[src/rtl/ifetch_pkg.sv]
// rtl/ifetch_pkg.sv - shared constants for the instruction fetch stage and control unit
package ifetch_pkg;

  localparam logic [31:0] RESET_PC_DEFAULT = 32'h0000_3000;

  localparam int OP_MSB    = 31;
  localparam int OP_LSB    = 26;
  localparam int FUNCT_MSB = 5;
  localparam int FUNCT_LSB = 0;

  localparam logic [5:0] OP_RTYPE = 6'h00;
  localparam logic [5:0] OP_J     = 6'h02;
  localparam logic [5:0] OP_BEQ   = 6'h04;
  localparam logic [5:0] OP_ADDI  = 6'h08;
  localparam logic [5:0] OP_LW    = 6'h23;
  localparam logic [5:0] OP_SW    = 6'h2b;

  localparam logic [5:0] FN_ADD = 6'h20;
  localparam logic [5:0] FN_SUB = 6'h22;
  localparam logic [5:0] FN_AND = 6'h24;
  localparam logic [5:0] FN_OR  = 6'h25;
  localparam logic [5:0] FN_SLT = 6'h2a;

endpackage

[src/rtl/ifetch_fifo.sv]
// rtl/ifetch_fifo.sv - small synchronous FIFO of {instruction word, pc} with flush
module ifetch_fifo #(
  parameter int DEPTH = 2,
  parameter int CW    = $clog2(DEPTH + 1)
) (
  input  logic          clk,
  input  logic          rst,
  input  logic          flush,
  input  logic          push,
  input  logic [31:0]   push_data,
  input  logic [31:0]   push_pc,
  input  logic          pop,
  output logic          empty,
  output logic [CW-1:0] count,
  output logic [31:0]   head_data,
  output logic [31:0]   head_pc
);

  localparam int PW = (DEPTH > 1) ? $clog2(DEPTH) : 1;
  localparam logic [PW-1:0] LAST = PW'(DEPTH - 1);

  logic [31:0]   data_q [DEPTH];
  logic [31:0]   pc_q   [DEPTH];
  logic [PW-1:0] rd_ptr;
  logic [PW-1:0] wr_ptr;
  logic          full;
  logic          do_push;
  logic          do_pop;

  assign empty     = (count == '0);
  assign full      = (count == CW'(DEPTH));
  assign do_pop    = pop && !empty;
  assign do_push   = push && (!full || do_pop);
  assign head_data = data_q[rd_ptr];
  assign head_pc   = pc_q[rd_ptr];

  // Storage write; contents need no reset since count gates visibility.
  always_ff @(posedge clk) begin
    if (do_push && !flush) begin
      data_q[wr_ptr] <= push_data;
      pc_q[wr_ptr]   <= push_pc;
    end
  end

  // Pointer and occupancy bookkeeping; flush empties the queue in one cycle.
  always_ff @(posedge clk) begin
    if (rst || flush) begin
      rd_ptr <= '0;
      wr_ptr <= '0;
      count  <= '0;
    end else begin
      if (do_push) wr_ptr <= (wr_ptr == LAST) ? '0 : wr_ptr + 1'b1;
      if (do_pop)  rd_ptr <= (rd_ptr == LAST) ? '0 : rd_ptr + 1'b1;
      if (do_push && !do_pop)      count <= count + 1'b1;
      else if (do_pop && !do_push) count <= count - 1'b1;
    end
  end

endmodule

[src/rtl/ifetch.sv]
// rtl/ifetch.sv - instruction fetch stage: PC, imem request credit, response queue, redirect
module ifetch
  import ifetch_pkg::*;
#(
  parameter logic [31:0] RESET_PC = RESET_PC_DEFAULT,
  parameter int          DEPTH    = 2
) (
  input  logic        clk,
  input  logic        rst,
  output logic        imem_req,
  output logic [31:0] imem_addr,
  input  logic        imem_gnt,
  input  logic        imem_rvalid,
  input  logic [31:0] imem_rdata,
  input  logic        redirect_valid,
  input  logic [31:0] redirect_pc,
  output logic        inst_valid,
  input  logic        inst_ready,
  output logic [31:0] inst,
  output logic [31:0] inst_pc,
  output logic [5:0]  op,
  output logic [5:0]  funct
);

  localparam int CW = $clog2(DEPTH + 1);

  logic [31:0]   pc;
  logic [31:0]   rsp_pc;
  logic [31:0]   target_pc;
  logic [CW-1:0] out_cnt;
  logic [CW-1:0] drop_cnt;
  logic [CW-1:0] count;
  logic [CW+1:0] occupancy;
  logic          fifo_empty;
  logic          head_pop;
  logic          credit;
  logic          grant;
  logic          keep;
  logic          discard;
  logic          rsp_counted;
  logic          unused_ok;

  assign unused_ok = &{1'b0, redirect_pc[1:0]};
  assign target_pc = {redirect_pc[31:2], 2'b00};

  assign inst_valid = !fifo_empty && !rst;
  assign head_pop   = inst_valid && inst_ready;
  assign op         = inst[OP_MSB:OP_LSB];
  assign funct      = inst[FUNCT_MSB:FUNCT_LSB];

  // Words the queue may still have to hold: queued (minus any leaving now) plus all in flight.
  assign occupancy = (CW+2)'(count) + (CW+2)'(out_cnt) + (CW+2)'(drop_cnt) - (CW+2)'(head_pop);
  assign credit    = occupancy < (CW+2)'(DEPTH);
  assign imem_req  = credit && !redirect_valid && !rst;
  assign imem_addr = pc;
  assign grant     = imem_req && imem_gnt;

  assign rsp_counted = imem_rvalid && ((drop_cnt != '0) || (out_cnt != '0));
  assign discard     = imem_rvalid && (drop_cnt != '0);
  assign keep        = imem_rvalid && (drop_cnt == '0) && (out_cnt != '0);

  // PC, expected response address and in-flight accounting; redirect overrides everything.
  always_ff @(posedge clk) begin
    if (rst) begin
      pc       <= RESET_PC;
      rsp_pc   <= RESET_PC;
      out_cnt  <= '0;
      drop_cnt <= '0;
    end else if (redirect_valid) begin
      pc       <= target_pc;
      rsp_pc   <= target_pc;
      out_cnt  <= '0;
      drop_cnt <= drop_cnt + out_cnt - CW'(rsp_counted);
    end else begin
      if (grant) pc <= pc + 32'd4;
      if (keep)  rsp_pc <= rsp_pc + 32'd4;
      out_cnt <= out_cnt + CW'(grant) - CW'(keep);
      if (discard) drop_cnt <= drop_cnt - 1'b1;
    end
  end

  ifetch_fifo #(
    .DEPTH (DEPTH),
    .CW    (CW)
  ) u_fifo (
    .clk       (clk),
    .rst       (rst),
    .flush     (redirect_valid),
    .push      (keep && !redirect_valid),
    .push_data (imem_rdata),
    .push_pc   (rsp_pc),
    .pop       (head_pop && !redirect_valid),
    .empty     (fifo_empty),
    .count     (count),
    .head_data (inst),
    .head_pc   (inst_pc)
  );

endmodule
[config.mk]
export PLATFORM = sky130hd
export DESIGN_NAME = ifetch
export DESIGN_NICKNAME = d
export VERILOG_FILES = /design/src/rtl/ifetch_pkg.sv /design/src/rtl/ifetch_fifo.sv /design/src/rtl/ifetch.sv
export SDC_FILE = /design/constraint.sdc
export NUM_CORES = 1
export LEC_CHECK = 0
export ABC_CLOCK_PERIOD_IN_PS = 12400
export BUFFER_PORTS_ARGS = -buffer_cell sky130_fd_sc_hd__clkbuf_2
export CELL_PAD_IN_SITES_DETAIL_PLACEMENT = 1
export CELL_PAD_IN_SITES_GLOBAL_PLACEMENT = 2
export CORE_ASPECT_RATIO = 2
export CORE_MARGIN = 4
export CORE_UTILIZATION = 36
export CTS_CLUSTER_DIAMETER = 30
export DETAILED_ROUTE_END_ITERATION = 8
export GPL_ROUTABILITY_DRIVEN = 0
export HOLD_SLACK_MARGIN = 0.08
export PLACE_DENSITY_LB_ADDON = 0.3
export SLEW_MARGIN = 0
export SYNTH_ARGS = -nofsm -noshare
export SYNTH_HDL_FRONTEND = slang
export SYNTH_SLANG_ARGS = --single-unit
[constraint.sdc]
create_clock -name clk -period 12.4 [get_ports clk]
set_input_delay 2.48 -clock clk [delete_from_list [all_inputs] [get_ports clk]]
set_output_delay 2.48 -clock clk [all_outputs]
set_load 0.005 [all_outputs]
# After elaboration in Yosys (flattened, before gate mapping)
# Memories as Yosys holds them, arrays and structs flattened. A register that Yosys moved wholly into a read port is not among the register bits.
# Cells that the tools add are included.
# word_totals
memories	2
ramBits	128
ff_bits	72
output_inout_bits	110
input_bits	70
# classes
add_sub_neg	14
reduce_logical	34
n_lt_le_gt_ge	1
eq_ne	1
muxes	16
# mem_list
name	words	word_bits	rd	rd_clocked_by_memory_dff	wr	line_no	text
u_fifo.data_q	2	32	1	1	1	ifetch_fifo.sv:22	logic [31:0] data_q [DEPTH];
u_fifo.pc_q	2	32	1	1	1	ifetch_fifo.sv:23	logic [31:0] pc_q [DEPTH];
# ops
op	n
two-way mux 32 bit	4
adder 32 x 3 -> 32 bit, second input constant	2
logical AND 1 bit	16
nonzero test 2 bit	6
two-way mux 1 bit	8
two-way mux 2 bit	4
zero test 1 bit	6
adder 3 x 2 -> 4 bit	1
zero test 2 bit	2
< comparator 4 x 2 -> 1 bit, second input constant	1
subtractor 2 x 1 -> 2 bit	2
subtractor 2 x 1 -> 2 bit, second input constant	2
subtractor 4 x 1 -> 4 bit	1
adder 2 x 2 -> 3 bit	1
logical OR 1 bit	3
adder 1 bit, second input constant	2
adder 2 x 1 -> 2 bit	1
adder 2 x 1 -> 2 bit, second input constant	1
adder 2 bit	1
equality test 2 bit, second input constant	1
OR reduction 2 bit	1

# Depth between registers and ports, before layout
# logic_depth
depth_word	12
depth_mapped	20
ltp_nobuf	19

# By module
# Synthesis repeated with hierarchy kept, for this count alone.
# unflattened
hier_cells	700
area_unflattened_um2	8798.4
# modules_own_cells
mod	n_inst	seq_area_each_um2	area_each_um2	cells_per_inst
ifetch_fifo	1	3943.8	4852.2	225
ifetch	1	1281.2	3946.3	475

# Least setup slack after synthesis
# Ideal clock, no wire load.
# synth_timing
kind	input to register
from	input port redirect_valid
to	memory u_fifo.data_q[0][0] (enable)
cell_stages	3
setup_ns	0.635
t_arrival_ns	8.871
path_slack_ns	2.894
required_ns	11.765
cell_sequence	clkbuf_1 > buf_1 > nor4_1
# synth_between
elab_chain_cells	8
word_cells_on_any_way	9
cone_classes	mux: 2; reduce/logical: 7
# synth_rtl
item	line_no	text
from (decl)	ifetch.sv:15	input logic redirect_valid,
zero test 1 bit *	ifetch_fifo.sv:39, ifetch.sv:89, ifetch.sv:92	
logical AND 1 bit	ifetch.sv:92	.pop (head_pop && !redirect_valid),
logical AND 1 bit	ifetch_fifo.sv:32	assign do_pop = pop && !empty;
logical OR 1 bit	ifetch_fifo.sv:33	assign do_push = push && (!full || do_pop);
logical AND 1 bit	ifetch_fifo.sv:33	
logical AND 1 bit *	ifetch_fifo.sv:39	if (do_push && !flush) begin
two-way mux 1 bit *	ifetch_fifo.sv:39	
two-way mux 1 bit (not written as such) *	ifetch_fifo.sv:40	data_q[wr_ptr] <= push_data;
to (decl)	ifetch_fifo.sv:22	
# Mark *: on every way between the ends. The rest lies on a longest branch, timed or not.

# Worst setup path in the final report
# layout_timing
from	input port rst
to	output port imem_req
# layout_between
elab_chain_cells	7
# layout_rtl
item	line_no	text
from (decl)	ifetch.sv:9	input logic rst,
zero test 1 bit *	ifetch.sv:46, ifetch.sv:54	
logical AND 1 bit	ifetch.sv:46	assign inst_valid = !fifo_empty && !rst;
logical AND 1 bit	ifetch.sv:47	assign head_pop = inst_valid && inst_ready;
subtractor 4 x 1 -> 4 bit	ifetch.sv:52	assign occupancy = (CW+2)'(count) + (CW+2)'(out_cnt) + (CW+2)'(drop_cnt) - (CW+2)'(head_pop);
< comparator 4 x 2 -> 1 bit	ifetch.sv:53	assign credit = occupancy < (CW+2)'(DEPTH);
logical AND 1 bit	ifetch.sv:54	assign imem_req = credit && !redirect_valid && !rst;
logical AND 1 bit *	ifetch.sv:54	
to (decl)	ifetch.sv:10	output logic imem_req,
# Marked as above.

==> metrics <==
simple-gate share of the synthesized area=0.123; Die Y=226 µm; P_leak=0.00371 µW; Syn Std Cell Area=8570 µm²; TritonCTS Buffers=17; Post-Place Setup Slack=4590 ps; Core ar.=23300 µm²; global-route wire length before repair=36400 µm; maximum vdd ir drop=0.0000902 V; largest family of logic cells by synthesized area=simple AND/OR/NAND/NOR gates; crit-path max cell delay=450 ps; CP max FO=41; largest net degree at the start of global routing=63; vias in the first global route=6644; async set-reset flop share out of synthesis=0; CP startpoint kind=input port; Final Net Count=934; Max Slew Vio Count=0; RSZ-0062 raised after global routing=false; Final HPWL DP=17700 µm; layout cells sized above 1=0.327; final worst-path cycle share=0.631; Worst Hold Launch=rsp_pc[30]; synth-to-layout area growth=18.9%; initial antenna violation count=0; Clock Path Buffers=2; IO Port Bufs=173; Fill cells=2545; Slowest-stage cell, CP=fa_1; hold path depth=0; crit path DAT=5340 ps; Root Driver=clkbuf_16; final WL=23700 µm; most common cell after layout, fill and taps aside=clkbuf_2; routed via count=6094; EDFF count, synth=124; Initial Utilization=0.367; XOR/XNOR Fraction of Synth Area=0.0572; Ys Warns=0; setup TNS=0 ps; first-iteration detailed-routing DRC count=331; ant diodes=0; compound-cell area share of the yosys netlist=0.0810; pwr/cell area=145 nW/µm²; final core occ=0.437; fin worst setup slack=4580 ps; Critical Path End Type=primary output; sequential share of the synthesized area=0.596; Rel. slew slack=0.227; Worst Reg-to-Reg Cells=19; Worst Skew=13.6 ps; worst slew pin tran=1160 ps; drt drc=0; H-tree level count=4; Max-Cap Viols=0; Chip Width=117 µm; wire per inst=20.7 µm; status=completed; worst-path cell chain=clkbuf_2 > buf_4 > nor2_1 > nand2_1 > inv_1 > ha_1 > inv_1 > ha_1 > a21o_1 > ha_1 > fa_1 > nor3_1 > and3_1 > clkbuf_2; Reg2Reg Launch Point=u_fifo.count[0]; max frequency=128 MHz; Sink Count=193; Clock transition at path regs=60 ps; Power, Total=1470 µW; total congestion overflow=0; CTS tree=done; GRT Overall Usage=0.182; First-pass DRT Iterations=4; multiplexer area fraction after synthesis=0.0826; #FFs+latches synth=193; IO Count=180; Final Hold Fails=0; CTS Hold Bufs=0; Top FF cell, synth=edfxtp_1; syn_area_per_cell=12.3 µm²; worst path required time=9920 ps; Hold Path Sink=u_fifo.pc_q[0][30]; CP dominant cell by count=ha_1; Clock Latency Late Sink=430 ps; Mapped Cells=696; Setup-failing EPs final=0; post-CTS sizing=0; vias per inst=5.32; Die ar.=26500 µm²; r2r setup slk=7740 ps; post-CTS setup buffer count=0; Core Rows=79; worst r2r dst=out_cnt[1]; HP Class=flip-flop to flip-flop; Setup CP Type=input port to primary output; most frequent cells in the layout=173 x clkbuf_2, 124 x edfxtp_1, 68 x dfxtp_1; remaining antenna violation count=0; synth unique cells=53; fin crit period=7820 ps; Synth Area in Adders=0.0222
==> registers in the layout, summed over array words and instances (netlist names), named ones only <==
| signal | flops |
|---|---|
| u_fifo.data_q | 64 |
| u_fifo.pc_q | 60 |
| imem_addr | 30 |
| rsp_pc | 30 |
| drop_cnt | 2 |
| out_cnt | 2 |
| u_fifo.count | 2 |
| u_fifo.rd_ptr | 1 |
| u_fifo.wr_ptr | 1 |
==> synth_stat cells, types with 10 or more instances <==
cell type | number | area share
ha_1 | 12 | 0.018
buf_4 | 16 | 0.014
dfxtp_1 | 69 | 0.16
mux2_2 | 62 | 0.081
a211oi_1 | 11 | 0.0096
xor2_1 | 29 | 0.030
nand2_1 | 29 | 0.013
clkbuf_1 | 24 | 0.011
a21oi_1 | 23 | 0.013
nor3_1 | 11 | 0.0064
a22oi_1 | 11 | 0.0096
o22ai_1 | 13 | 0.0095
xnor2_1 | 27 | 0.028
edfxtp_1 | 124 | 0.43
inv_1 | 20 | 0.0088
nor2_1 | 44 | 0.019
nand4_1 | 25 | 0.018
nand3_1 | 29 | 0.017
and3_1 | 10 | 0.0073
a21boi_0 | 12 | 0.011
==> power breakdown <==
group	internal, µW	leakage [µW]	switching, µW	total [µW]
registers	711	0.00169	28.8	739
clock network	302	0.000288	226	528
logic	80.7	0.00173	125	206
total	1090	0.00371	380	1470
==> through the flow <==
step | instance area (µm²) | hold slack [ps] | cells
final | 10200 | 484 | 1146
after detailed placement | 9620 | 472 | 1114
after global routing | 10200 | 515 | 1146
after CTS | 10200 | 488 | 1146
after global placement | 9620 | 444 | 1114
after floorplan | 8580 | 426 | 699
==> area by class of cell <==
type                       count  area [µm²]  share of cell area
clock buffer                  28         549              0.0539
clock inverter                 4        25.0             0.00245
inverter                      22        82.6             0.00810
multi-input combinational    437        3170               0.311
sequential                   193        5110               0.501
tap                          283         354              0.0347
timing repair buffer         179         911              0.0894
==> per-layer routing <==
layer	routed length, µm	up-vias	GRT usage
met3	1010	43	0.0370
li1	-	2872	-
met1	8290	3011	0.182
met5	0	-	0
met2	13600	168	0.349
met4	833	0	0.0804
==> critical path, delay by kind of cell <==
family	cells	cell delay [ps]
AO/OA/AOI/OAI	1	180
buffers and inverters	5	730
adder cells (fa/ha/maj)	4	1170
AND/OR/NAND/NOR	4	770
==> cell families (layout without fill, tap and decap cells) <==
| group | after synthesis | count (layout) |
|---|---|---|
| flops | 193 | 193 |
| simple gates | 193 | 193 |
| compound gates | 107 | 107 |
| buf+inv | 69 | 233 |
| mux | 63 | 63 |
| xor+xnor | 56 | 56 |
| fa+ha+maj | 14 | 14 |
| other cells | 1 | 4 |
==> how the worst max path moves through the flow <==
| stage | from | endpoint | slack, ps | depth (start not counted) |
|---|---|---|---|---|
| 4_1_cts | rst | imem_req | 4570 | 14 |
| 2_1_floorplan | redirect_valid | u_fifo.data_q[0][0] | 2890 | 3 |
| 3_5_place_dp | rst | imem_req | 4590 | 14 |
| 6_report | rst | imem_req | 4580 | 14 |
| 3_3_place_gp | rst | imem_req | 4650 | 14 |
| 5_1_grt | rst | imem_req | 4360 | 14 |
No activity file was read; power rests on OpenSTA's default activity.
